===== src/rtl/smu_cfg_pkg.sv =====
// Shared types and CRC-8 helpers for the SMU configuration bitstream loader.
package smu_cfg_pkg;

    typedef enum logic [1:0] {
        LOAD  = 2'd0,
        CRC   = 2'd1,
        DONE  = 2'd2,
        ERROR = 2'd3
    } cfg_load_state_t;

    localparam int         CRC_W    = 8;
    localparam logic [7:0] CRC_POLY = 8'h07;
    localparam logic [7:0] CRC_INIT = 8'h00;

    // One serial CRC-8 step, non-reflected, MSB of the register is the feedback tap.
    function automatic logic [7:0] crc8_step(input logic [7:0] crc,
                                             input logic       din,
                                             input logic [7:0] poly = CRC_POLY);
        logic fb;
        fb = crc[7] ^ din;
        crc8_step = {crc[6:0], 1'b0} ^ (fb ? poly : 8'h00);
    endfunction

endpackage


===== src/rtl/smu_crc_lanes.sv =====
// Combinational CRC-8 update over one LANES-wide beat, data[LANES-1] processed first.
module smu_crc_lanes
    import smu_cfg_pkg::*;
#(
    parameter int         LANES = 4,
    parameter logic [7:0] POLY  = 8'h07
)(
    input  logic [7:0]       crc_in,
    input  logic [LANES-1:0] data,
    output logic [7:0]       crc_out
);

    logic [7:0] crc_s;

    // Unrolled serial update across the beat in stream order.
    always_comb begin
        crc_s = crc_in;
        for (int i = LANES - 1; i >= 0; i--) begin
            crc_s = crc8_step(crc_s, data[i], POLY);
        end
        crc_out = crc_s;
    end

endmodule


===== src/rtl/smu_bitstream_loader.sv =====
// Multi-lane config bitstream loader: deserializes payload into a shadow register and
// commits it to ParallelOut only when the trailing CRC-8 matches.
module smu_bitstream_loader
    import smu_cfg_pkg::*;
#(
    parameter int         CFG_SIZE = 100,
    parameter int         LANES    = 4,
    parameter int         CRC_W    = 8,
    parameter logic [7:0] CRC_POLY = 8'h07
)(
    input  logic                clk,
    input  logic                rst,
    input  logic [LANES-1:0]    StreamData,
    input  logic                StreamValid,
    output logic                StreamReady,
    input  logic                CfgClear,
    output logic [CFG_SIZE-1:0] ParallelOut,
    output logic                CfgBusy,
    output logic                CfgDone,
    output logic                CfgError
);

    localparam int BEATS     = (CFG_SIZE + LANES - 1) / LANES;
    localparam int SHW       = BEATS * LANES;
    localparam int CRC_BEATS = (CRC_W + LANES - 1) / LANES;
    localparam int CNT_W     = $clog2(BEATS + 1);
    localparam int TCNT_W    = $clog2(CRC_BEATS + 1);
    localparam int RXR_W     = (LANES < CRC_W) ? (CRC_W - LANES) : 1;

    localparam logic [CNT_W-1:0]  LAST_BEAT  = CNT_W'(BEATS - 1);
    localparam logic [TCNT_W-1:0] LAST_TBEAT = TCNT_W'(CRC_BEATS - 1);

    cfg_load_state_t     state_r, state_n;
    logic [CNT_W-1:0]    count_r, count_n;
    logic [TCNT_W-1:0]   tcnt_r, tcnt_n;
    logic [SHW-1:0]      shadow_r, shadow_n, shadow_shift_s;
    logic [7:0]          crc_r, crc_n, crc_upd_s;
    logic [RXR_W-1:0]    rx_r, rx_n, rx_keep_s;
    logic [CRC_W-1:0]    rx_full_s;
    logic [CFG_SIZE-1:0] pout_r, pout_n;
    logic                done_r, done_n;
    logic                err_r, err_n;

    smu_crc_lanes #(
        .LANES (LANES),
        .POLY  (CRC_POLY)
    ) u_crc (
        .crc_in  (crc_r),
        .data    (StreamData),
        .crc_out (crc_upd_s)
    );

    generate
        if (SHW > LANES) begin : g_shadow_multi
            assign shadow_shift_s = {shadow_r[SHW-LANES-1:0], StreamData};
        end else begin : g_shadow_single
            assign shadow_shift_s = StreamData;
        end
        // Only the bits still needed for the final compare are kept between trailer beats.
        if (LANES < CRC_W) begin : g_rx_narrow
            assign rx_full_s = {rx_r, StreamData};
            assign rx_keep_s = rx_full_s[RXR_W-1:0];
        end else begin : g_rx_wide
            assign rx_full_s = StreamData[CRC_W-1:0];
            assign rx_keep_s = '0;
        end
    endgenerate

    assign StreamReady = ((state_r == LOAD) || (state_r == CRC)) && !CfgClear;
    assign CfgBusy     = ((state_r == LOAD) && (count_r != '0)) || (state_r == CRC);
    assign ParallelOut = pout_r;
    assign CfgDone     = done_r;
    assign CfgError    = err_r;

    // Next-state and datapath update; CfgClear takes priority over any offered beat.
    always_comb begin
        state_n  = state_r;
        count_n  = count_r;
        tcnt_n   = tcnt_r;
        shadow_n = shadow_r;
        crc_n    = crc_r;
        rx_n     = rx_r;
        pout_n   = pout_r;
        done_n   = done_r;
        err_n    = err_r;
        if (CfgClear) begin
            state_n  = LOAD;
            count_n  = '0;
            tcnt_n   = '0;
            shadow_n = '0;
            crc_n    = CRC_INIT;
            rx_n     = '0;
            if (state_r == ERROR) begin
                err_n = 1'b0;
            end else begin
                err_n = err_r;
            end
        end else if (StreamValid) begin
            case (state_r)
                LOAD: begin
                    shadow_n = shadow_shift_s;
                    crc_n    = crc_upd_s;
                    if (count_r == '0) begin
                        done_n = 1'b0;
                    end else begin
                        done_n = done_r;
                    end
                    if (count_r == LAST_BEAT) begin
                        count_n = '0;
                        state_n = CRC;
                    end else begin
                        count_n = count_r + CNT_W'(1);
                    end
                end
                CRC: begin
                    rx_n = rx_keep_s;
                    if (tcnt_r == LAST_TBEAT) begin
                        tcnt_n = '0;
                        if (rx_full_s == crc_r[CRC_W-1:0]) begin
                            state_n = DONE;
                            pout_n  = shadow_r[CFG_SIZE-1:0];
                            done_n  = 1'b1;
                            err_n   = 1'b0;
                        end else begin
                            state_n = ERROR;
                            done_n  = 1'b0;
                            err_n   = 1'b1;
                        end
                    end else begin
                        tcnt_n = tcnt_r + TCNT_W'(1);
                    end
                end
                DONE:    state_n = DONE;
                ERROR:   state_n = ERROR;
                default: state_n = LOAD;
            endcase
        end else begin
            state_n = state_r;
        end
    end

    // Loader state, counters, shadow, CRC and committed configuration.
    always_ff @(posedge clk or posedge rst) begin
        if (rst) begin
            state_r  <= LOAD;
            count_r  <= '0;
            tcnt_r   <= '0;
            shadow_r <= '0;
            crc_r    <= CRC_INIT;
            rx_r     <= '0;
            pout_r   <= '0;
            done_r   <= 1'b0;
            err_r    <= 1'b0;
        end else begin
            state_r  <= state_n;
            count_r  <= count_n;
            tcnt_r   <= tcnt_n;
            shadow_r <= shadow_n;
            crc_r    <= crc_n;
            rx_r     <= rx_n;
            pout_r   <= pout_n;
            done_r   <= done_n;
            err_r    <= err_n;
        end
    end

endmodule

===== config.mk =====
export PLATFORM = sky130hd
export DESIGN_NAME = smu_bitstream_loader
export DESIGN_NICKNAME = d
export VERILOG_FILES = /design/src/rtl/smu_cfg_pkg.sv /design/src/rtl/smu_crc_lanes.sv /design/src/rtl/smu_bitstream_loader.sv
export SDC_FILE = /design/constraint.sdc
export NUM_CORES = 1
export LEC_CHECK = 0
export BUFFER_PORTS_ARGS = -buffer_cell sky130_fd_sc_hd__buf_2
export CAP_MARGIN = 10
export CORE_UTILIZATION = 50
export DETAILED_ROUTE_END_ITERATION = 10
export PLACE_DENSITY = 0.82
export REMOVE_ABC_BUFFERS = 1
export SKIP_LAST_GASP = 1
export SYNTH_ARGS = -nofsm -noshare
export SYNTH_HDL_FRONTEND = slang
export SYNTH_SLANG_ARGS = --single-unit

===== constraint.sdc =====
create_clock -name clk -period 9.45 [get_ports clk]
set_input_delay 1.89 -clock clk [delete_from_list [all_inputs] [get_ports clk]]
set_output_delay 1.89 -clock clk [all_outputs]
set_load 0.02 [all_outputs]

### Yosys cells after proc, flatten, opt, wreduce, memory -nomap -nowiden

Index checks and enable logic that the tools add are counted.
W data, S select, Z words.

| storage, ports and cells | value |
|---|---|
| register bits | 223 |
| input port bits | 8 |
| output and inout bits | 104 |
| word-level logic and storage cells | 87 |

| operators by class | value |
|---|---|
| $add $sub $neg | 2 |
| eq/ne operators | 11 |
| muxes and demuxes | 37 |
| bitwise logic cells | 9 |
| reductions and logical operators | 19 |

Operators with widths:

| kind | number |
|---|---|
| $mux W100 | 3 |
| $xor A8 B8 Y8 | 4 |
| $mux W8 | 3 |
| $mux W5 | 4 |
| $mux W2 | 8 |
| $mux W3 | 4 |
| $mux W4 | 3 |
| $mux W1 | 10 |
| $reduce_and A5 Y1 | 2 |
| $reduce_bool A2 Y1 | 5 |
| $eq A8 B8 Y1 | 1 |
| $pmux W2 S4 | 1 |
| $ne A2 B1 Y1 const B | 3 |
| $ne A3 B2 Y1 const B | 2 |
| $add A5 B1 Y5 const B | 1 |
| $eq A5 B5 Y1 const B | 1 |
| $logic_not A5 Y1 | 1 |
| $reduce_bool A5 Y1 | 1 |
| $eq A2 B1 Y1 const B | 2 |
| $eq A2 B2 Y1 const B | 2 |
| $reduce_and A2 Y1 | 2 |
| $reduce_and A4 Y1 | 1 |
| $xor A1 B1 Y1 | 4 |
| $reduce_and A3 Y1 | 1 |
| other kinds (7) | 9 |

### Logic depth before layout (Yosys ltp)

Gate-level depths: netlist of the first run.

| depth | value |
|---|---|
| depth in word-level cells | 15 |
| depth in mapped cells | 7 |
| gate-level depth less buffers | 6 |

### By module

From an unflattened synthesis of the first run, not the netlist that was laid out.

| unflattened totals | value |
|---|---|
| cell total of the unflattened synthesis | 678 |
| area total of the unflattened synthesis | 9450.3 µm² |

By module, submodules not included:

| module | times used | cells an instance | area each (µm²) | sequential area each (µm²) |
|---|---|---|---|---|
| smu_bitstream_loader | 1 | 666 | 9287.7 | 5580.4 |
| smu_crc_lanes | 1 | 12 | 162.7 | 0.0 |

### Worst setup path after synthesis of the first run

No wires, ideal clock.

| timing path | value |
|---|---|
| path kind | in2out |
| start point | input port CfgClear |
| end point | output port StreamReady |
| arrival time | 2.384 ns |
| required time | 7.560 ns |
| path slack | 5.176 ns |
| stages on the path | 2 |
| path buffers | 1 |
| cell sequence | clkbuf_1 -> nor2_1 |

| between the ends | value |
|---|---|
| cells in the longest elaborated chain, start to end | 2 |

Ends and longest elaborated chain:

| what | RTL line | source |
|---|---|---|
| start: declaration | smu_bitstream_loader.sv:16 | `input logic CfgClear,` |
| $logic_not A1 Y1 | smu_bitstream_loader.sv:69 | `assign StreamReady = ((state_r == LOAD) \|\| (state_r == CRC)) && !CfgClear;` |
| $logic_and A1 B1 Y1 | smu_bitstream_loader.sv:69 |  |
| end: declaration | smu_bitstream_loader.sv:15 | `output logic StreamReady,` |

No other way between the ends.

### Worst setup path in the final report of the first run

Same ends and word-level chain as after synthesis.

==> results.json, run 1 <==
{
  "syn_to_final_growth_pct": 15.59,
  "drt-pass1-iter-count": 5,
  "seq_area_frac_synth": 0.6560,
  "drtIter0Drc": 292,
  "yosysMostFrequentCell": "dfrtp_1",
  "yosysTopAreaCellShare": 0.6560,
  "rr_startpoint": "crc_r[1]",
  "cts_sinks": 223,
  "pwr-share-comb": 0.039,
  "async_flop_share": 1.000,
  "rrSetupSlack_ns": 6.45,
  "critPathSlowestCell": "buf_2",
  "synth_common_cells": "dfrtp_1, a22o_1, mux2_1",
  "post_cts_buffers": 0,
  "gp_congestion": 0.8254,
  "vias": 5077,
  "synth_cells": 553,
  "yosysTopAreaCell": "dfrtp_1",
  "syn_area_sq_um": 8507,
  "peakVddDrop_mv": 0.1281,
  "grt_usage": 0.1869,
  "ctsResizeCount": 0,
  "worst-path-buf-inv": 2,
  "rr_endpoint": "ParallelOut[94]",
  "end_kind": "output pin",
  "crit_end": "StreamReady",
  "skew_ns": 0.01043,
  "p_sw_uw": 417.2,
  "coreArea_sq_um": 16580,
  "start_util": 0.5130,
  "clk_latency_ns": 0.50,
  "fin_nets": 665,
  "setup-violations-final": 0,
  "fin_crit_ns": 4.294,
  "htreeDepth": 1,
  "placedCellCount": 850,
  "slew_headroom": 0.2796,
  "finalCritPeriodShare": 0.4543,
  "instances_no_fill": 890,
  "ys_ff_latch": 223,
  "drv_cap": 0,
  "synth_area_leaders": "dfrtp_1, mux2_1, a22o_1",
  "rows": 47,
  "drc": 0,
  "cp_cell_sequence": "buf_2 -> nor2_1 -> buf_2",
  "antenna_found_initial": 0,
  "wire_per_inst_um": 17.86,
  "crit_family": "buffers and inverters",
  "reg2reg_depth": 5,
  "slew_viol_final": 0,
  "holdPathStages": 1,
  "drtAntennaViolNets": 0,
  "slowest_delay_ns": 0.27,
  "cp-start-kind": "input pin",
  "clk_pin_slew_ns": 0.06,
  "hpwl_um": 9734,
  "synth-edff-count": 0,
  "p_leak_uw": 0.005349,
  "worst_path_most_repeated_cell": "buf_2",
  "cts_buffers": 23,
  "yosys_warnings": 0,
  "avgSynthCellArea_sq_um": 15.38,
  "p_clk_frac": 0.448,
  "io-pin-count": 112,
  "cp_data_required_time_ns": 7.56,
  "crit_type": "input pin to output pin",
  "hold_buffers": 0,
  "die_area_sq_um": 17540,
  "outcome": "finished clean",
  "cp.arrival_ns": 2.40,
  "via_per_inst": 5.704,
  "clk_path_buf_depth": 3,
  "grt_remaining_overflow": 0,
  "io_buffers": 111,
  "sequentialPowerShare": 0.513,
  "grt_setup_unrepaired": "false",
  "synth_flop_cell": "dfrtp_1",
  "fp.dieW_um": 132.4,
  "worstPathMaxFanout": 13,
  "p_int_uw": 1473,
  "finalHoldViolCount": 0,
  "dieHeight_um": 132.4,
  "grt_max_degree": 140,
  "final_layout_size_suffix_gt1_frac": 0.2403,
  "antennaDiodeCount": 0,
  "drt-total-wl_um": 15900,
  "grt_pass1_vias": 5062,
  "tns_ns": 0,
  "p_sw_frac": 0.2207,
  "startpoint": "CfgClear",
  "path_depth": 3,
  "fill_cells": 1294,
  "cts_root_buffer": "clkbuf_16",
  "hp-class": "register to register",
  "grt_pass1_wl_um": 26740,
  "fmax_ghz": 0.2329,
  "synth.distinct_cells": 39,
  "tightest_slew_ns": 1.078,
  "power.density_nw_per_um2": 192.3,
  "cts_tree": "yes"
}
-- worst reg2reg max path: cells and delay by family (launching register included) --
family,cells,cell delay [ns]
xor gates and xnor gates,1,0.19
buffers and inverters,1,0.77
DFF,1,0.42
muxes,1,0.49
and+or+nand+nor,2,1.02
-- worst min path at each step --
stage | from | to
floorplan | shadow_r[96] | shadow_r[96]
global placement | ParallelOut[98] | ParallelOut[98]
detailed placement | ParallelOut[17] | ParallelOut[17]
CTS | ParallelOut[39] | ParallelOut[39]
global route | ParallelOut[17] | ParallelOut[17]
finish | ParallelOut[39] | ParallelOut[39]
-- metal layers --
layer / track usage / share of wire
met3: 0.04100 / 0.058
met1: 0.2716 / 0.45
met2: 0.2836 / 0.46
met4: 0.05619 / 0.024
met5: 0 / 0
-- area by class of cell --
class                   instances  area, sq um  share of cell area
flip-flops and latches        223         5580              0.5675
multi-input cells             285         2646              0.2691
clock buffers                  27        610.6             0.06209
repair buffers                115        585.6             0.05955
well taps                     220        275.3             0.02799
clock inverters                13        101.3             0.01031
inverters                       7        33.78            0.003436
-- registers in the layout (all words and copies together), names as in the netlist --
signal,flops
crc_r,8
CfgDone,1
state_r,2
shadow_r,100
rx_r,4
tcnt_r,2
CfgError,1
ParallelOut,100
count_r,5
-- power by group through the flow --
stage	sequential (uW)	combinational [uW]	clock, uW
after detailed placement	987	74.9	0
after global placement	987	72.2	0
after floorplan	986	53.8	0
after global routing	971	83.2	907
after CTS	970	75.5	866
final	970	74.3	846
-- metrics by stage --
stage	power, uW	util	instance area (sq um)	worst slack, ns	hold slack (ns)
6_report	1891	0.5930	9833	5.156	0.4773
5_1_grt	1961	0.5930	9833	5.127	0.4994
4_1_cts	1911	0.5930	9833	5.161	0.4822
3_5_place_dp	1062	0.5500	9121	4.885	0.4691
3_3_place_gp	1059	0.5500	9121	4.986	0.4623
2_1_floorplan	1039	-	8237	1.454	0.4622
-- cell usage in the layout, fill, tap and decap left out, types with 7 or more instances in the layout --
cell type / n
a22o_1: 109
buf_2: 111
clkbuf_16: 23
clkinv_2: 8
dfrtp_1: 223
mux2_1: 100
nand2_1: 7
nor2_1: 10
xnor2_1: 8
xor2_1: 12
-- cell families (layout without fill, tap and decap cells) --
| kind of cell | count (synthesis) | count (layout) | synth area share |
|---|---|---|---|
| flip-flops | 223 | 223 | 0.6560 |
| buffers and inverters | 45 | 162 | 0.03486 |
| AO/OA/AOI/OAI | 125 | 125 | 0.1255 |
| multiplexers | 104 | 104 | 0.1371 |
| AND/OR/NAND/NOR | 34 | 34 | 0.02309 |
| adder cells (fa/ha/maj) | 2 | 2 | 0.002941 |
| XOR/XNOR | 20 | 20 | 0.02059 |
Power figures use the tool's default switching activity.
==> inputs of run 2 (changes only) <==
==> constraint.sdc (replaced) <==
create_clock -name clk -period 4.49 [get_ports clk]
set_input_delay 0.898 -clock clk [delete_from_list [all_inputs] [get_ports clk]]
set_output_delay 0.898 -clock clk [all_outputs]
set_load 0.02 [all_outputs]
==> run 2 against run 1 <==
Clock skew rose by 0.0042 ns. Design area is 0.22% higher. Critical path depth is 2 higher. Flip-flop and latch count stayed put. Hold slack got worse by 0.00058 ns. Power increased by 110%.
==> results.json, run 2 (synthesis results as in run 1) <==
{
  "path_depth": 5,
  "skew_ns": 0.01459,
  "end_kind": "output pin",
  "crit_family": "simple AND/OR/NAND/NOR gates",
  "start_util": 0.5130,
  "pwr-share-comb": 0.039,
  "layout_commonest_cell": "dfrtp_1",
  "coreArea_sq_um": 16580,
  "worst-path-buf-inv": 2,
  "finalPower_uw": 3982,
  "grt_usage": 0.1867,
  "worstPathMaxFanout": 5,
  "grt_pass1_vias": 5075,
  "setup-violations-final": 0,
  "ctsResizeCount": 0,
  "power.density_nw_per_um2": 404.1,
  "cp_data_required_time_ns": 3.59,
  "crit_end": "CfgBusy",
  "grt_remaining_overflow": 0,
  "pre_cts_slack_ns": 1.322,
  "drtAntennaViolNets": 0,
  "fin_nets": 664,
  "slowest_delay_ns": 0.44,
  "hold_buffers": 0,
  "rr_startpoint": "crc_r[1]",
  "fp.dieW_um": 132.4,
  "tns_ns": 0,
  "tightest_slew_ns": 1.225,
  "reg2reg_depth": 5,
  "cts_sinks": 223,
  "drt-pass1-iter-count": 6,
  "drv_cap": 0,
  "fin_crit_ns": 2.808,
  "finalCritPeriodShare": 0.6255,
  "cts_tree": "yes",
  "p_int_uw": 3131,
  "syn_to_final_growth_pct": 15.84,
  "p_sw_uw": 851.2,
  "p_clk_frac": 0.448,
  "antennaDiodeCount": 0,
  "rr_endpoint": "ParallelOut[50]",
  "crit_type": "register to output pin",
  "fmax_ghz": 0.3561,
  "rrSetupSlack_ns": 1.91,
  "clk_latency_ns": 0.50,
  "peakVddDrop_mv": 0.2804,
  "grt_setup_unrepaired": "false",
  "startpoint": "count_r[0]",
  "final_layout_size_suffix_gt1_frac": 0.2332,
  "wire_per_inst_um": 17.87,
  "drt-total-wl_um": 15890,
  "grt_max_degree": 124,
  "rows": 47,
  "htreeDepth": 1,
  "setup_ws_ns": 1.682,
  "io_buffers": 111,
  "cp-start-kind": "register",
  "hp-class": "register to register",
  "cts_root_buffer": "clkbuf_16",
  "gp_congestion": 0.7849,
  "finalHoldViolCount": 0,
  "p_sw_frac": 0.2138,
  "drtIter0Drc": 277,
  "post_cts_buffers": 0,
  "clk_pin_slew_ns": 0.06,
  "via_per_inst": 5.607,
  "placed_cell_area_sq_um": 9146,
  "cts_buffers": 22,
  "grt_pass1_wl_um": 26740,
  "sequentialPowerShare": 0.513,
  "dieHeight_um": 132.4,
  "layout_common_cells": "dfrtp_1, buf_2, a22o_1",
  "die_area_sq_um": 17540,
  "p_leak_uw": 0.005359,
  "fin_area_sq_um": 9854,
  "cp.arrival_ns": 1.91,
  "vias": 4985,
  "critPathSlowestCell": "nor4b_1",
  "slew_headroom": 0.1834,
  "drc": 0,
  "cp_cell_sequence": "inv_1 -> ha_1 -> nor4b_1 -> a21oi_1 -> buf_2",
  "clk_path_buf_depth": 3,
  "outcome": "finished clean",
  "hpwl_um": 9577,
  "io-pin-count": 112,
  "slew_viol_final": 0,
  "antenna_found_initial": 0
}
==> run 2: cell types whose count changed in the layout (fill, tap and decap cells not counted) <==
| cell | change |
|---|---|
| clkbuf_8 | +2 |
| inv_6 | -1 |
| clkinvlp_4 | -3 |
| buf_4 | -2 |
| buf_12 | +2 |
| clkbuf_1 | +4 |
| clkinv_2 | -3 |
==> run 2: per-layer routing <==
metal / track usage / up-vias / wire [um]
met1: 0.2706 / 2589 / 7365
met4: 0.04981 / 0 / 314
met5: 0 / - / 0
met2: 0.2848 / 135 / 7339
li1: - / 2234 / -
met3: 0.04368 / 27 / 869
==> run 2: metrics by stage <==
| stage | std cells | utilization | hold slack, ns |
|---|---|---|---|
| 3_5_place_dp | 850 | 0.5515 | 0.4702 |
| 6_report | 889 | 0.5942 | 0.4767 |
| 4_1_cts | 889 | 0.5942 | 0.4841 |
| 3_3_place_gp | 850 | 0.5515 | 0.4623 |
| 5_1_grt | 889 | 0.5942 | 0.5042 |
| 2_1_floorplan | 515 | - | 0.4622 |
==> run 2: final cells by class <==
class / instances / area (sq um)
clock inverter: 6 / 55.05
multi-input combinational: 285 / 2646
sequential: 223 / 5580
inverter: 7 / 33.78
clock buffer: 33 / 653.1
timing repair buffer: 115 / 610.6
fill: 1259 / 6729
tap: 220 / 275.3
==> run 2: how the worst min path moves through the flow <==
stage,from,end,cells after the start,slack [ns]
after floorplan,shadow_r[96],shadow_r[96],1,0.46
after global placement,ParallelOut[97],ParallelOut[97],1,0.46
after detailed placement,ParallelOut[3],ParallelOut[3],1,0.47
after CTS,ParallelOut[97],ParallelOut[97],1,0.48
after global routing,ParallelOut[97],ParallelOut[97],1,0.50
final,ParallelOut[93],ParallelOut[93],1,0.48
==> run 2: power groups by stage <==
stage               registers, uW  logic [uW]  clock network [uW]
finish                       2040         157                1780
CTS                          2040         159                1840
floorplan                    2070         113                   0
global route                 2040         176                1920
global placement             2080         153                   0
detailed placement           2080         159                   0
==> run 2: worst register-to-register path, cell delays in order (launching register included) <==
cell     delay (ns)
dfrtp_1        0.42
xor2_1         0.18
nor4_2         0.39
and4_4         0.64
buf_12         0.42
mux2_1         0.41
